`config.mk`:
```
export PLATFORM = sky130hd
export DESIGN_NAME = instr_decode_ctrl
export DESIGN_NICKNAME = d
export VERILOG_FILES = /design/src/rtl/instr_decode_ctrl.sv
export SDC_FILE = /design/constraint.sdc
export NUM_CORES = 1
export LEC_CHECK = 0
export BUFFER_PORTS_ARGS = -buffer_cell sky130_fd_sc_hd__buf_2
export CORE_MARGIN = 2
export CORE_UTILIZATION = 50
export DETAILED_ROUTE_END_ITERATION = 6
export HOLD_SLACK_MARGIN = 0.05
export PLACE_DENSITY = 0.93
export SYNTH_ARGS = -nofsm -noshare
export SYNTH_HDL_FRONTEND = slang
export SYNTH_SLANG_ARGS = --single-unit
```
`constraint.sdc`:
```
create_clock -name clk -period 3.5 [get_ports clk]
set_clock_uncertainty 0.1 [all_clocks]
set_input_delay 0.875 -clock clk [delete_from_list [all_inputs] [get_ports clk]]
set_output_delay 0.875 -clock clk [all_outputs]
set_load 0.01 [all_outputs]
```
`src/rtl/instr_decode_ctrl.sv`:
```
// Instruction register plus multi-cycle control FSM for the register-file/ALU datapath.
// One instruction runs per s pulse; outputs are Moore (state + IR only).
module instr_decode_ctrl #(
  parameter int IW = 16
) (
  input  logic          clk,
  input  logic          reset,
  input  logic [IW-1:0] in,
  input  logic          load,
  input  logic          s,
  output logic          w,
  output logic          err,
  output logic [7:0]    imm8,
  output logic [4:0]    imm5,
  output logic [2:0]    readnum,
  output logic [2:0]    writenum,
  output logic          write,
  output logic          loada,
  output logic          loadb,
  output logic          loadc,
  output logic          loads,
  output logic          asel,
  output logic          bsel,
  output logic [1:0]    vsel,
  output logic [1:0]    shift,
  output logic [1:0]    ALUop
);

  typedef enum logic [2:0] {
    ST_WAIT   = 3'd0,
    ST_DECODE = 3'd1,
    ST_GET_A  = 3'd2,
    ST_GET_B  = 3'd3,
    ST_ALU    = 3'd4,
    ST_WR_REG = 3'd5,
    ST_WR_IMM = 3'd6
  } state_t;

  state_t        state_reg, state_next;
  logic [IW-1:0] ir_reg;

  logic [2:0] opcode, rn, rd, rm;
  logic [1:0] op, sh;

  assign opcode = ir_reg[15:13];
  assign op     = ir_reg[12:11];
  assign rn     = ir_reg[10:8];
  assign rd     = ir_reg[7:5];
  assign sh     = ir_reg[4:3];
  assign rm     = ir_reg[2:0];
  assign imm8   = ir_reg[7:0];
  assign imm5   = ir_reg[4:0];

  // w is decoded from state, so IR only accepts new words while idle.
  always_ff @(posedge clk or posedge reset) begin
    if (reset) begin
      ir_reg    <= '0;
      state_reg <= ST_WAIT;
    end else begin
      if (load && w) ir_reg <= in;
      state_reg <= state_next;
    end
  end

  always_comb begin
    state_next = state_reg;
    w        = 1'b0;
    err      = 1'b0;
    readnum  = 3'd0;
    writenum = 3'd0;
    write    = 1'b0;
    loada    = 1'b0;
    loadb    = 1'b0;
    loadc    = 1'b0;
    loads    = 1'b0;
    asel     = 1'b0;
    bsel     = 1'b0;
    vsel     = 2'b00;
    shift    = 2'b00;
    ALUop    = 2'b00;

    case (state_reg)
      ST_WAIT: begin
        w = 1'b1;
        if (s) state_next = ST_DECODE;
      end
      ST_DECODE: begin
        case ({opcode, op})
          5'b110_10:                     state_next = ST_WR_IMM;
          5'b110_00, 5'b101_11:          state_next = ST_GET_B;
          5'b101_00, 5'b101_01, 5'b101_10: state_next = ST_GET_A;
          default: begin
            err        = 1'b1;
            state_next = ST_WAIT;
          end
        endcase
      end
      ST_GET_A: begin
        readnum    = rn;
        loada      = 1'b1;
        state_next = ST_GET_B;
      end
      ST_GET_B: begin
        readnum    = rm;
        loadb      = 1'b1;
        shift      = sh;
        state_next = ST_ALU;
      end
      ST_ALU: begin
        shift = sh;
        // MOV reg computes 0 + B; MVN is the only 101-class op without an A operand.
        if (opcode == 3'b110) begin
          asel  = 1'b1;
          ALUop = 2'b00;
        end else begin
          ALUop = op;
        end
        if (opcode == 3'b101 && op == 2'b01) begin
          loads      = 1'b1;
          state_next = ST_WAIT;
        end else begin
          loadc      = 1'b1;
          state_next = ST_WR_REG;
        end
      end
      ST_WR_REG: begin
        writenum   = rd;
        vsel       = 2'b00;
        write      = 1'b1;
        state_next = ST_WAIT;
      end
      ST_WR_IMM: begin
        writenum   = rn;
        vsel       = 2'b10;
        write      = 1'b1;
        state_next = ST_WAIT;
      end
      default: state_next = ST_WAIT;
    endcase
  end

endmodule

```
==> summary.md <==
| Metric | Value |
|---|---|
| Outcome | finished clean |
| Die Y | 52.9 µm |
| Unrepaired setup endpoints after global routing | false |
| Slew Limit Fails | 0 |
| Post-CTS Hold Buffers | 0 |
| Core ar. | 0.00223 mm² |
| CTS tree | done |
| Vias in the first global route | 867 |
| Max reg flops | 16 |
| Area Growth Syn to Fin | 13.4% |
| Port Buffer Count | 51 |
| Clock share of power | 0.091 |
| Total Nets Final | 167 |
| Gate power share | 0.504 |
| GP Congestion | 0.875 |
| Post-cts resize count | 0 |
| First-pass GRT wire length | 3820 µm |
| Peak supply drop | 489 µV |
| Synth Flop Type | dfrtp_1 |
| CP required | 2.52 ns |
| Startpoint types | register |
| Gr usage total | 0.194 |
| Initial core utilization | 0.535 |
| Register-to-register path setup slack | 1.72 ns |
| Synth unique cells | 34 |
| Filler cells | 196 |
| Clock slew at reported path FFs | 0.10 ns |
| Max Clk Rate | 0.363 GHz |
| Util after Layout | 0.607 |
| Count leader, synth | dfrtp_1 |
| Via count | 903 |
| Switching Fraction | 0.400 |
| Min Hold Slack | 0.451 ns |
| CTS Root Cell | clkbuf_4 |
| YS warnings | 0 |
| Post-synth EDFFs | 0 |
| Tcrit/Tclk final | 0.787 |
| Dpl hpwl | 1860 µm |
| Via density | 5.19 |
| Layout cell share with drive strength beyond 1 | 0.493 |
| Actual slew at the worst max-slew pin | 0.700 ns |
| Endpoint class of the critical path | primary output |
| Remaining antenna violation count | 0 |
| Largest area contributor in the netlist | dfrtp_1 |
| Syn avg cell area | 10.9 µm² |
| Minimum clock period after layout | 2.76 ns |
| Pre-Repair DR Iteration Count | 4 |
| Seq/Total Area, Yosys | 0.398 |
| Worst setup path class | reg2out |
| P_sw | 0.468 mW |
| Die width | 52.9 µm |
| Setup TNS Final | 0 ns |
| Largest net degree at the start of global routing | 20 |
| Area contributors post-synth | dfrtp_1 40%, mux2_4 11%, buf_4 9.4%, mux2_2 6.6%, nor2b_1 2.6% |
| Final WL | 2350 µm |
| Count of final hold-check violations | 0 |
| Setup Buffers After CTS | 0 |
| Cells after Synth | 110 |
| Sequential Power Share | 0.405 |
| Max Cap Viol | 0 |
| Synth cell count leaders | 19 x dfrtp_1, 15 x buf_4, 9 x mux2_4 |
| Mapped Area | 0.00119 mm² |
| Diodes inserted | 0 |
| Total global routing overflow | 0 |
| Initial antenna violation count | 0 |
| Number of I/O pins | 54 |
| Cts bufs inserted | 3 |
| Max Buffers Root-to-Sink | 2 |
| Die area | 0.00280 mm² |
| Htree depth | 1 |
| Ys async rst share | 1.00 |
| Clock latency on the worst-skew pair | 0.29 ns |
| Pwr dens | 864 mW/mm² |
| Post-synth top area share | 0.398 |
| P_int | 0.703 mW |
| LEAKAGE | 0.716 nW |
| DR WL/cell | 13.5 µm |
| Post-route DRC | 0 |
| Worst EP arrival | 1.78 ns |
| Initial DRC Count | 13 |
| Worst-path maximum fanout | 16 |
| Final setup fails | 0 |
| Row count | 17 |
| Hold Path Class | reg2reg |
| Sink Count | 19 |
| Seq cells post-synth | 19 |
| Slew margin rel. | 0.533 |
## area by class of cell
class                   count  area, µm²  share of cell area
repair buffers             51        255               0.188
multi-input cells          70        556               0.410
flip-flops and latches     19        475               0.351
well taps                  28       35.0              0.0259
inverters                   2       7.51             0.00554
clock buffers               4       26.3              0.0194
## kinds of logic after synthesis
kind of cell,synth area share
buf+inv,0.140
other cells,0.00314
mux,0.204
compound gates,0.0691
simple gates,0.185
flops,0.398
## cells in the final DEF (no fill, tap or decap), types with 3 or more instances in the layout
cell type	Yosys	layout
mux2i_1	3	3
nand2b_1	4	4
mux2_4	9	9
nor2b_1	5	5
clkbuf_4	0	3
mux2_2	7	7
o21ai_0	3	3
nor2_1	8	8
and2_1	4	4
buf_2	1	51
dfrtp_1	19	19
## metrics by stage
stage          power, mW  instances  setup WS, ns  area [µm²]
3_5_place_dp        1.08        170          1.07        1330
3_3_place_gp        1.04        170          1.15        1330
6_report            1.17        174         0.744        1360
2_1_floorplan       1.01        111          1.40        1200
4_1_cts             1.18        174         0.740        1360
5_1_grt             1.27        174         0.638        1360
## path summary, 6_finish.rpt
kind / from / endpoint / depth (start not counted)
max: state_reg[2]$_DFFE_PP0P_ / loadc / 3
min: ir_reg[4]$_DFFE_PP0P_ / ir_reg[4]$_DFFE_PP0P_ / 1
max reg2reg: state_reg[2]$_DFFE_PP0P_ / ir_reg[5]$_DFFE_PP0P_ / 3
min reg2reg: ir_reg[4]$_DFFE_PP0P_ / ir_reg[4]$_DFFE_PP0P_ / 1
max in group asynchronous: reset / ir_reg[3]$_DFFE_PP0P_ / 2
min in group asynchronous: reset / ir_reg[7]$_DFFE_PP0P_ / 2
## metal layers
| layer | vias up | GRT usage | wire (µm) | part of all wire |
|---|---|---|---|---|
| li1 | 433 | - | - | - |
| met5 | - | 0 | 0 | 0 |
| met1 | 429 | 0.224 | 993 | 0.42 |
| met3 | 4 | 0.0452 | 183 | 0.078 |
| met4 | 0 | 0.0812 | 37 | 0.016 |
| met2 | 37 | 0.340 | 1140 | 0.48 |
## power by group through the flow
stage	Clock (mW)	Combinational, mW	Sequential (mW)
2_1_floorplan	0	0.596	0.413
3_3_place_gp	0	0.582	0.461
3_5_place_dp	0	0.596	0.481
4_1_cts	0.110	0.599	0.474
5_1_grt	0.122	0.647	0.498
6_report	0.106	0.590	0.475
## worst max-delay path: stages (launching register included)
cell and delay (ns):
dfrtp_1 0.61, or3b_1 0.44, a31oi_1 0.25, buf_2 0.19
Note: power is estimated with default switching activity, not from simulation.
